## config.mk

```make
export PLATFORM = sky130hd
export DESIGN_NAME = wb_led_matrix_ctrl
export DESIGN_NICKNAME = d
export VERILOG_FILES = /design/src/rtl/wb_led_pkg.sv /design/src/rtl/wb_led_matrix_ctrl_scan_engine.sv /design/src/rtl/wb_led_matrix_ctrl.sv
export SDC_FILE = /design/constraint.sdc
export NUM_CORES = 1
export LEC_CHECK = 0
export ABC_AREA = 1
export CAP_MARGIN = 5
export CORE_MARGIN = 2
export CORE_UTILIZATION = 35
export CTS_CLUSTER_SIZE = 14
export DETAILED_ROUTE_END_ITERATION = 10
export PLACE_DENSITY = 0.51
export SLEW_MARGIN = 25
export SYNTH_ARGS = -nofsm -noshare
export SYNTH_HDL_FRONTEND = slang
export SYNTH_SLANG_ARGS = --single-unit
```

## constraint.sdc

```tcl
create_clock -name clk_i -period 4.45 [get_ports clk_i]
set_input_delay 1.335 -clock clk_i [delete_from_list [all_inputs] [get_ports clk_i]]
set_output_delay 1.335 -clock clk_i [all_outputs]
set_load 0.01 [all_outputs]
```

## src/rtl/wb_led_pkg.sv

```systemverilog
// Shared constants for the Wishbone LED matrix controller: register word offsets,
// CTRL/STATUS bit positions and the bus FSM encoding.
package wb_led_pkg;

  localparam int MAX_ROWS = 16;

  // Word offsets, i.e. adr_i[7:2]
  localparam logic [5:0] ADR_CTRL   = 6'h00;
  localparam logic [5:0] ADR_STATUS = 6'h01;
  localparam logic [5:0] ADR_DIV    = 6'h02;
  localparam logic [5:0] ADR_ROW0   = 6'h04;

  localparam int CTRL_SCAN_EN    = 0;
  localparam int CTRL_BLANK      = 1;
  localparam int CTRL_IRQ_EN     = 2;
  localparam int CTRL_DUTY_LSB   = 8;
  localparam int STAT_FRAME_DONE = 8;

  typedef enum logic [1:0] {
    IDLE = 2'd0,
    WAIT = 2'd1,
    RESP = 2'd2
  } bus_state_t;

  function automatic logic [31:0] lane_mask(input logic [3:0] sel);
    return {{8{sel[3]}}, {8{sel[2]}}, {8{sel[1]}}, {8{sel[0]}}};
  endfunction

endpackage

```

## src/rtl/wb_led_matrix_ctrl_scan_engine.sv

```systemverilog
// Row-scan engine: clock divider, row counter, frame wrap pulse and registered row/column drive.
// With LED_PWM_EN defined, a free-running 8-bit counter gates the columns by duty.
module led_scan_engine
  import wb_led_pkg::*;
#(
  parameter int NUM_ROWS = 8,
  parameter int COL_W    = 32
) (
  input  logic                clk_i,
  input  logic                rst_ni,
  input  logic                scan_en,
  input  logic                blank,
`ifdef LED_PWM_EN
  input  logic [7:0]          duty,
`endif
  input  logic [15:0]         div,
  input  logic [COL_W-1:0]    row_data,
  output logic [3:0]          row_idx,
  output logic                frame_wrap,
  output logic [NUM_ROWS-1:0] row_o,
  output logic [COL_W-1:0]    col_o
);

  localparam logic [NUM_ROWS-1:0] ROW_ONE = NUM_ROWS'(1);

  logic [15:0] div_cnt;
  logic [15:0] div_last;
  logic        tc;
  logic        show;
  logic        pwm_on;

  // DIV of 0 behaves like 1 so the scan never stalls
  assign div_last   = (div == 16'd0) ? 16'd0 : div - 16'd1;
  assign tc         = scan_en && (div_cnt >= div_last);
  assign frame_wrap = tc && (row_idx == 4'(NUM_ROWS - 1));
  assign show       = scan_en && !blank;

`ifdef LED_PWM_EN
  logic [7:0] pwm_cnt;

  always_ff @(posedge clk_i or negedge rst_ni) begin
    if (!rst_ni) pwm_cnt <= 8'd0;
    else         pwm_cnt <= pwm_cnt + 8'd1;
  end

  assign pwm_on = (pwm_cnt < duty);
`else
  assign pwm_on = 1'b1;
`endif

  always_ff @(posedge clk_i or negedge rst_ni) begin
    if (!rst_ni) begin
      div_cnt <= 16'd0;
      row_idx <= 4'd0;
      row_o   <= '0;
      col_o   <= '0;
    end else begin
      if (!scan_en) begin
        div_cnt <= 16'd0;
        row_idx <= 4'd0;
      end else if (tc) begin
        div_cnt <= 16'd0;
        row_idx <= frame_wrap ? 4'd0 : row_idx + 4'd1;
      end else begin
        div_cnt <= div_cnt + 16'd1;
      end
      row_o <= show ? (ROW_ONE << row_idx) : '0;
      col_o <= (show && pwm_on) ? row_data : '0;
    end
  end

endmodule

```

## src/rtl/wb_led_matrix_ctrl.sv

```systemverilog
// Wishbone slave owning a multiplexed LED matrix; bus FSM and register file live here.
// Optional PWM brightness stage enabled by defining LED_PWM_EN.
//   state | meaning
//   IDLE  | waiting for stb_i & cyc_i, request latched on acceptance
//   WAIT  | counting WAIT_STATES cycles, cyc_i low aborts
//   RESP  | one-cycle ack_o/err_o with dat_o, write committed on entry
module wb_led_matrix_ctrl
  import wb_led_pkg::*;
#(
  parameter int          NUM_ROWS    = 8,
  parameter int          COL_W       = 32,
  parameter int          WAIT_STATES = 1,
  parameter logic [15:0] SCAN_DIV    = 16'd1000
) (
  input  logic                clk_i,
  input  logic                rst_ni,
  input  logic [31:0]         adr_i,
  input  logic [31:0]         dat_i,
  output logic [31:0]         dat_o,
  input  logic                we_i,
  input  logic                stb_i,
  input  logic                cyc_i,
  input  logic [3:0]          sel_i,
  output logic                ack_o,
  output logic                err_o,
  output logic [NUM_ROWS-1:0] row_o,
  output logic [COL_W-1:0]    col_o,
  output logic                irq_o
);

  localparam logic [1:0] WAIT_INIT = (WAIT_STATES > 0) ? 2'(WAIT_STATES - 1) : 2'd0;
`ifdef LED_PWM_EN
  localparam logic [15:0] CTRL_MASK = 16'hFF07;
`else
  localparam logic [15:0] CTRL_MASK = 16'h0007;
`endif

  bus_state_t       state;
  logic [1:0]       wait_cnt;
  logic [5:0]       req_adr;
  logic             req_we;
  logic [3:0]       req_sel;
  logic [31:0]      req_dat;

  logic [15:0]      ctrl_q;
  logic [15:0]      div_q;
  logic             frame_done;
  logic [COL_W-1:0] row_q [MAX_ROWS];

  logic [5:0]       cur_adr;
  logic             cur_we;
  logic [31:0]      cur_dat;
  logic [31:0]      wmask;
  logic [5:0]       row_sel;
  logic             row_hit;
  logic             hit;
  logic [31:0]      rdata;
  logic             go_resp;
  logic             wr;
  logic [COL_W-1:0] row_new;

  logic [3:0]       row_idx;
  logic             frame_wrap;
  logic             unused_adr;

  assign unused_adr = ^{adr_i[31:8], adr_i[1:0]};

  // With no wait states the response is decided from the live bus inputs
  assign cur_adr = (state == IDLE) ? adr_i[7:2] : req_adr;
  assign cur_we  = (state == IDLE) ? we_i       : req_we;
  assign cur_dat = (state == IDLE) ? dat_i      : req_dat;
  assign wmask   = lane_mask((state == IDLE) ? sel_i : req_sel);
  assign row_sel = cur_adr - ADR_ROW0;
  assign row_hit = (cur_adr >= ADR_ROW0) && (row_sel < 6'(NUM_ROWS));
  assign row_new = (row_q[row_sel[3:0]] & ~wmask[COL_W-1:0]) | (cur_dat[COL_W-1:0] & wmask[COL_W-1:0]);

  assign go_resp = ((state == IDLE) && stb_i && cyc_i && (WAIT_STATES == 0)) ||
                   ((state == WAIT) && cyc_i && (wait_cnt == 2'd0));
  assign wr      = go_resp && hit && cur_we;

  always_comb begin
    hit   = 1'b1;
    rdata = '0;
    if (cur_adr == ADR_CTRL) begin
      rdata[15:0] = ctrl_q;
    end else if (cur_adr == ADR_STATUS) begin
      rdata[3:0]             = row_idx;
      rdata[STAT_FRAME_DONE] = frame_done;
    end else if (cur_adr == ADR_DIV) begin
      rdata[15:0] = div_q;
    end else if (row_hit) begin
      rdata = 32'(row_q[row_sel[3:0]]);
    end else begin
      hit = 1'b0;
    end
  end

  always_ff @(posedge clk_i or negedge rst_ni) begin
    if (!rst_ni) begin
      state    <= IDLE;
      wait_cnt <= 2'd0;
      req_adr  <= '0;
      req_we   <= 1'b0;
      req_sel  <= '0;
      req_dat  <= '0;
      ack_o    <= 1'b0;
      err_o    <= 1'b0;
      dat_o    <= '0;
    end else begin
      ack_o <= 1'b0;
      err_o <= 1'b0;
      if (go_resp) begin
        state <= RESP;
        ack_o <= hit;
        err_o <= !hit;
        dat_o <= (hit && !cur_we) ? rdata : '0;
      end else begin
        case (state)
          IDLE: begin
            if (stb_i && cyc_i) begin
              state    <= WAIT;
              wait_cnt <= WAIT_INIT;
              req_adr  <= adr_i[7:2];
              req_we   <= we_i;
              req_sel  <= sel_i;
              req_dat  <= dat_i;
            end
          end
          WAIT: begin
            if (!cyc_i) state    <= IDLE;
            else        wait_cnt <= wait_cnt - 2'd1;
          end
          RESP: begin
            state <= IDLE;
            dat_o <= '0;
          end
          default: state <= IDLE;
        endcase
      end
    end
  end

  always_ff @(posedge clk_i or negedge rst_ni) begin
    if (!rst_ni) begin
      ctrl_q     <= '0;
      div_q      <= SCAN_DIV;
      frame_done <= 1'b0;
      irq_o      <= 1'b0;
      for (int i = 0; i < MAX_ROWS; i++) row_q[i] <= '0;
    end else begin
      if (wr && (cur_adr == ADR_CTRL))
        ctrl_q <= ((ctrl_q & ~wmask[15:0]) | (cur_dat[15:0] & wmask[15:0])) & CTRL_MASK;
      if (wr && (cur_adr == ADR_DIV))
        div_q <= (div_q & ~wmask[15:0]) | (cur_dat[15:0] & wmask[15:0]);
      // A wrap in the same cycle as a clear keeps the flag set
      if (frame_wrap)
        frame_done <= 1'b1;
      else if (wr && (cur_adr == ADR_STATUS) && cur_dat[STAT_FRAME_DONE] && wmask[STAT_FRAME_DONE])
        frame_done <= 1'b0;
      for (int i = 0; i < NUM_ROWS; i++)
        if (wr && row_hit && (row_sel[3:0] == 4'(i))) row_q[i] <= row_new;
      irq_o <= frame_done && ctrl_q[CTRL_IRQ_EN];
    end
  end

  led_scan_engine #(
    .NUM_ROWS (NUM_ROWS),
    .COL_W    (COL_W)
  ) u_scan (
    .clk_i      (clk_i),
    .rst_ni     (rst_ni),
    .scan_en    (ctrl_q[CTRL_SCAN_EN]),
    .blank      (ctrl_q[CTRL_BLANK]),
`ifdef LED_PWM_EN
    .duty       (ctrl_q[CTRL_DUTY_LSB +: 8]),
`endif
    .div        (div_q),
    .row_data   (row_q[row_idx]),
    .row_idx    (row_idx),
    .frame_wrap (frame_wrap),
    .row_o      (row_o),
    .col_o      (col_o)
  );

endmodule

```

==> run_results.csv, run 1 <==
group,metric,value,unit
place,dp.cells,4047,
global_routing,track_usage,24.25,%
global_routing,grt_start_max_net_pins,119,
clock_tree,postCtsResizedCells,0,
route,wl,81.35,mm
synth,yosysTopAreaCellShare,45.42,%
die,start_util,35.34,%
timing,setup-tns-final,0,ps
pwr,power,11.39,mW
timing,hold_viol,0,
clock_tree,cts_hold_buf,0,
final_layout,synthToLayoutAreaGrowth,17.02,%
clock_tree,cts_buffer_depth,3,
synth,synth.largest_area_cell,"dfrtp_1",
timing,fmax,279.6,MHz
pwr,p_clk_share,34.5,%
final_layout,fillers,6678,
synth,yosys_register_bits,418,
clock_tree,cts_setup_buffers,0,
die,ioPinCount,148,
place,routabilityCongestion,0.8691,
synth,syn_nets,3270,
timing,min_period,3576,ps
global_routing,grt_overflow_total,0,
clock_tree,cts_tree,"yes",
synth,yosysUniqueCellTypes,40,
die,die_x,258.7,µm
synth,syn-mean-instance-area,7.167,µm²
synth,async_flop_share,100.0,%
clock_tree,root_buffer,"clkbuf_16",
final_layout,nets,3345,
place,numPortBuffers,121,
clock_tree,htreeDepth,2,
die,dieHeight,258.7,µm
synth,ys_seq_area_share,46.12,%
worst_setup_path,arrival,4050,ps
route,drtIter0Drc,2164,
worst_setup_path,endpoint_kind,"flop",
pwr,leakage,12.77,nW
synth,synth_area,22700,µm²
clock_tree,clock_insertion_delay_worst_skew,600,ps
global_routing,grt_pass1_vias,20730,
run,cap_violations,0,
worst_setup_path,criticalPathCategory,"flop to flop",
synth,synth_edf_count,0,
route,vias,21380,
pwr,netSwitchingFraction,37.13,%
route,viasPerCell,5.169,
die,rows,93,
timing,rsz0062_at_grt,"no",
worst_setup_path,start_kind,"flop",
route,drc_errors,0,
clock_tree,clock_sinks,418,
pwr,powerDensity,428.9,nW/µm²
clock_tree,cts_buffers,48,
timing,fin_crit_sh,80.37,%
pwr,seq_power_share,35.7,%
run_status,outcome,"finished, final reports clean",
hold_path,hold_class,"flop to flop",
timing,fin_worst_skew,24.63,ps
pwr,vdd_ir_drop_max,0.2819,mV
place,dpl_worst_slack,457.1,ps
timing,relSlewSlack,27.19,%
route,drt_first_pass_iters,6,
synth,synthCells,3167,
final_layout,layout.cells.most_common_list,"nand2_1, dfrtp_1, inv_1, o21ai_0, a21oi_1",
route,avgRoutedWirePerCell,19.67,µm
place,place_hpwl,51.00,mm
timing,final_max_slew_viol_count,0,
synth,yosys_warnings,256,
route,antenna_left,0,
pwr,p_int,7.163,mW
final_layout,mostFrequentLayoutCell,"nand2_1",
synth,synthFlopType,"dfrtp_1",
global_routing,antenna_found_initial,1,
die,coreArea,64230,µm²
clock_tree,clk_pin_slew,60,ps
timing,fin_ws,873.7,ps
global_routing,grt_pass1_wl,125.0,mm
worst_setup_path,crit_fanout,20,
die,fp.dieArea,66910,µm²
final_layout,final_cells,4135,
pwr,power_frac_comb,29.8,%
timing,worst_slew_pin_slew,1091,ps
synth,synth.area.top_cells,"dfrtp_1, nand2_1, o21ai_0, inv_1, a21oi_1",
pwr,power_switching,4.230,mW
timing,setup_viol,0,
final_layout,drive_gt1_share,7.594,%
worst_setup_path,required,4920,ps
per-stage QoR:
step           hold WS (ps)  area [µm²]  util, %
2_1_floorplan         447.9       22700        -
6_report              477.7       26560    41.35
3_3_place_gp          462.0       25020    38.96
4_1_cts               480.9       26560    41.35
3_5_place_dp          465.0       25020    38.96
5_1_grt               492.0       26560    41.35
power by group through the flow:
stage	clock network [mW]	registers (mW)	logic (mW)
final	3.93	4.07	3.39
after global routing	4.18	4.09	3.75
after CTS	4.02	4.07	3.40
after detailed placement	0	4.13	3.39
after global placement	0	4.13	3.36
after floorplan	0	4.11	2.10
worst max-delay path, cell delays in order, from the launching register on:
cell and delay, ps:
dfrtp_1 440, inv_1 120, nand2_1 70, nor3_1 160, nand3_1 140, nor3_1 250
nand2_1 140, nor2_1 170, nand3b_1 100, or2_2 280, nand3_1 70, ha_1 270
a21oi_1 140, o21ai_0 100, a21oi_1 130, a21boi_0 270, nand3_1 100, buf_4 220
o21ai_0 270
layer usage:
metal	track usage, %	wire length [µm]
met1	31.68	34500
met2	40.52	38620
met3	2.748	4669
met4	10.84	3559
met5	0	0
Yosys cell counts, types with 3 or more instances:
master,instances
a21oi_1,150
a31oi_1,32
buf_1,14
buf_2,27
buf_4,19
buf_6,8
clkbuf_1,108
dfrtp_1,412
dfstp_2,6
ha_1,30
inv_1,302
inv_2,5
nand2_1,1353
nand2_2,7
nand3_1,101
nand3b_1,4
nand4_1,107
nor2_1,70
nor2_2,3
nor2_4,9
nor3_1,15
nor3b_1,4
o21ai_0,280
o21ai_1,7
or2_1,10
or2_2,54
xnor2_1,7
xor2_1,7
state kept, by name (all words and copies together), names as in the netlist, named ones only:
name,cells
ack_o,1
dat_o,32
err_o,1
frame_done,1
irq_o,1
req_adr,6
req_dat,32
req_sel,4
req_we,1
row_q,256
state,2
u_scan.col_o,32
u_scan.div_cnt,16
u_scan.row_idx,4
u_scan.row_o,8
wait_cnt,2
layout make-up:
class,count,area [µm²],area share [%]
Antenna cell,1,2.502,0.009422
Clock buffer,77,1443,5.431
Clock inverter,10,91.34,0.3439
Inverter,309,1162,4.376
Multi-Input combinational cell,2264,10280,38.69
Sequential cell,418,10470,39.43
Tap cell,855,1070,4.028
Timing Repair Buffer,201,2042,7.688
cell families after synthesis:
family                     count (synthesis)  synth area share [%]
xor gates and xnor gates                  14                0.5402
buffers and inverters                    485                 8.748
AOI/OAI and AO/OA                        478                 10.90
adders and majority gates                 30                 1.654
and+or+nand+nor                         1741                 31.99
muxes                                      1               0.04961
DFF                                      418                 46.12
worst paths after layout:
check / start / endpoint / slack (ps) / cells after the start
min in group asynchronous: rst_ni / u_scan.col_o[6]$_DFF_PN0_ / 570 / 1
min: row_q[423]$_DFFE_PN0P_ / row_q[423]$_DFFE_PN0P_ / 480 / 2
max: flop / u_scan.row_idx[0]$_DFFE_PN0P_ / 870 / 18
max reg2reg: flop / u_scan.row_idx[0]$_DFFE_PN0P_ / 870 / 18
min reg2reg: row_q[423]$_DFFE_PN0P_ / row_q[423]$_DFFE_PN0P_ / 480 / 2
max in group asynchronous: rst_ni / u_scan.row_idx[0]$_DFFE_PN0P_ / 2830 / 2
Power figures use the tool's default switching activity.
==> run 2, diff against run 1 <==
- PLACE_DENSITY: 0.51 -> 0.53
- clock period: 4.45 -> 3.12 ns (I/O delays scaled with it)
==> run_results.csv, run 2 (synthesis gave the netlist of run 1 again) <==
group,metric,value,unit
worst_setup_path,criticalPathCategory,"flop to flop",
die,coreArea,64230,µm²
final_layout,largest_register_ffs,256,
hold_path,hold_class,"input port to async pin",
final_layout,nets,3473,
clock_tree,clock_sinks,418,
timing,fin_worst_skew,26.18,ps
worst_setup_path,crit_fanout,4,
global_routing,grt_start_max_net_pins,133,
clock_tree,clock_insertion_delay_worst_skew,610,ps
run,cap_violations,0,
global_routing,met1_usage,31.91,%
run_status,outcome,"finished, final reports clean",
die,dieHeight,258.7,µm
final_layout,final_cells,4265,
clock_tree,htreeDepth,2,
global_routing,busiest_layer,"met2",
clock_tree,cts_tree,"yes",
die,start_util,35.34,%
place,place_hpwl,53.61,mm
global_routing,grt_pass1_vias,21650,
global_routing,grt_use_met3,3.013,%
worst_setup_path,slowest_delay,400,ps
route,drc_errors,0,
worst_setup_path,cp_top_family,"simple AND/OR/NAND/NOR gates",
final_layout,post-route-util,43.94,%
clock_tree,cts_buffer_depth,3,
global_routing,track_usage,24.39,%
global_routing,antenna_found_initial,0,
route,drt_first_pass_iters,6,
clock_tree,root_buffer,"clkbuf_16",
worst_setup_path,slowest_stage,"dfrtp_1",
route,vias,22030,
final_layout,layout.cells.most_common_list,"nand2_1, dfrtp_1, inv_1, o21ai_0, buf_4",
global_routing,grt_overflow_total,0,
final_layout,top_register,"row_q",
clock_tree,clk_pin_slew,60,ps
timing,relSlewSlack,37.96,%
die,ioPinCount,148,
worst_setup_path,path_cells,"inv_2 -> nand2_2 -> nor3_2 -> nand3_2 -> nor3_4 -> nand2_2 -> nor2_2 -> buf_4 -> xor2_1 -> nand2_1 -> ha_4 -> nand4_1 -> buf_4 -> nor3_4 -> nand3_2 -> nand3_4 -> buf_6 -> o21ai_1",
final_layout,fillers,6454,
global_routing,grt_pass1_wl,126.3,mm
timing,fmax,322.3,MHz
timing,hold_viol,0,
die,die_x,258.7,µm
worst_setup_path,arrival,3570,ps
place,numPortBuffers,121,
clock_tree,cts_buffers,49,
place,routabilityCongestion,0.9137,
pwr,power,17.80,mW
worst_setup_path,endpoint_kind,"flop",
place,placedInstanceArea,26320,µm²
worst_setup_path,crit_buf_inv,4,
final_layout,synthToLayoutAreaGrowth,24.35,%
worst_setup_path,rrSetupSlack,20,ps
die,rows,93,
die,fp.dieArea,66910,µm²
final_layout,drive_gt1_share,12.20,%
final_layout,diodes,0,
pwr,vdd_ir_drop_max,0.3479,mV
route,wl,81.70,mm
final_layout,mostFrequentLayoutCell,"nand2_1",
worst_setup_path,ff2ff_path_depth,18,
pwr,powerDensity,630.7,nW/µm²
worst_setup_path,reg2reg_to,"u_scan.row_idx[0]$_DFFE_PN0P_",
timing,worst_slew_pin_slew,929.2,ps
timing,min_period,3103,ps
global_routing,use_met2,39.92,%
route,antenna_left,0,
final_layout,final_area,28230,µm²
pwr,leakage,13.65,nW
worst_setup_path,start_kind,"flop",
timing,setup_viol,0,
place,dp.cells,4173,
route,viasPerCell,5.164,
timing,rsz0062_at_grt,"yes",
timing,fin_crit_sh,99.45,%
worst_setup_path,required,3590,ps
timing,setup-tns-final,0,ps
timing,final_max_slew_viol_count,0,
route,drtIter0Drc,1957,
route,avgRoutedWirePerCell,19.16,µm
[run 2: cell types whose count changed in the layout (fill, tap and decap cells not counted), moves of 5 or more]
cell,change
o21ai_0,-5
clkbuf_8,+5
buf_12,+28
clkbuf_1,-7
buf_4,+96
[run 2: stage by stage]
stage | hold slack [ps] | setup slack (ps)
after global routing | 385.2 | -198.0
after CTS | 364.7 | 10.87
after global placement | 461.2 | -347.3
final | 357.9 | 17.18
after floorplan | 447.9 | 47.55
after detailed placement | 464.8 | -377.9
[run 2: layout make-up]
| cell class | instances | area [µm²] | share of cell area (%) |
|---|---|---|---|
| repair buffers | 328 | 3361 | 11.91 |
| clock inverters | 15 | 209.0 | 0.7403 |
| well taps | 855 | 1070 | 3.790 |
| multi-input cells | 2264 | 10440 | 37.00 |
| flip-flops and latches | 418 | 10470 | 37.10 |
| inverters | 309 | 1161 | 4.114 |
| clock buffers | 76 | 1510 | 5.350 |
[run 2: routing by layer]
layer  wire length [µm]  part of all wire [%]
met1              34360                    42
met2              38380                    47
met3               4972                   6.1
met4               3997                   4.9
met5                  0                     0
[run 2: how the worst max path moves through the flow]
stage          depth (start not counted)                            end  startpoint  slack (ps)
2_1_floorplan                         17         row_q[446]$_DFFE_PN0P_    adr_i[4]          50
3_3_place_gp                          15         row_q[346]$_DFFE_PN0P_    adr_i[4]        -350
3_5_place_dp                          15         row_q[350]$_DFFE_PN0P_    adr_i[4]        -380
4_1_cts                               18    u_scan.div_cnt[6]$_DFF_PN0_        flop          10
5_1_grt                               18    u_scan.div_cnt[7]$_DFF_PN0_        flop        -200
6_report                              18  u_scan.row_idx[0]$_DFFE_PN0P_        flop          20
[run 2: repair_timing]
item / CTS / global route
pin swaps: 0 / 12
buffers inserted: 0 / 0
endpoints found under the setup margin: 21 / 21
hold buffers: 0 / 0
gates cloned: 0 / 1
resized for setup: 7 / 40
[run 2: where the power goes]
group          internal (mW)  switching [mW]
sequential              5.67           0.133
combinational           2.09            3.78
clock                   3.73            2.40
total                   11.5            6.31
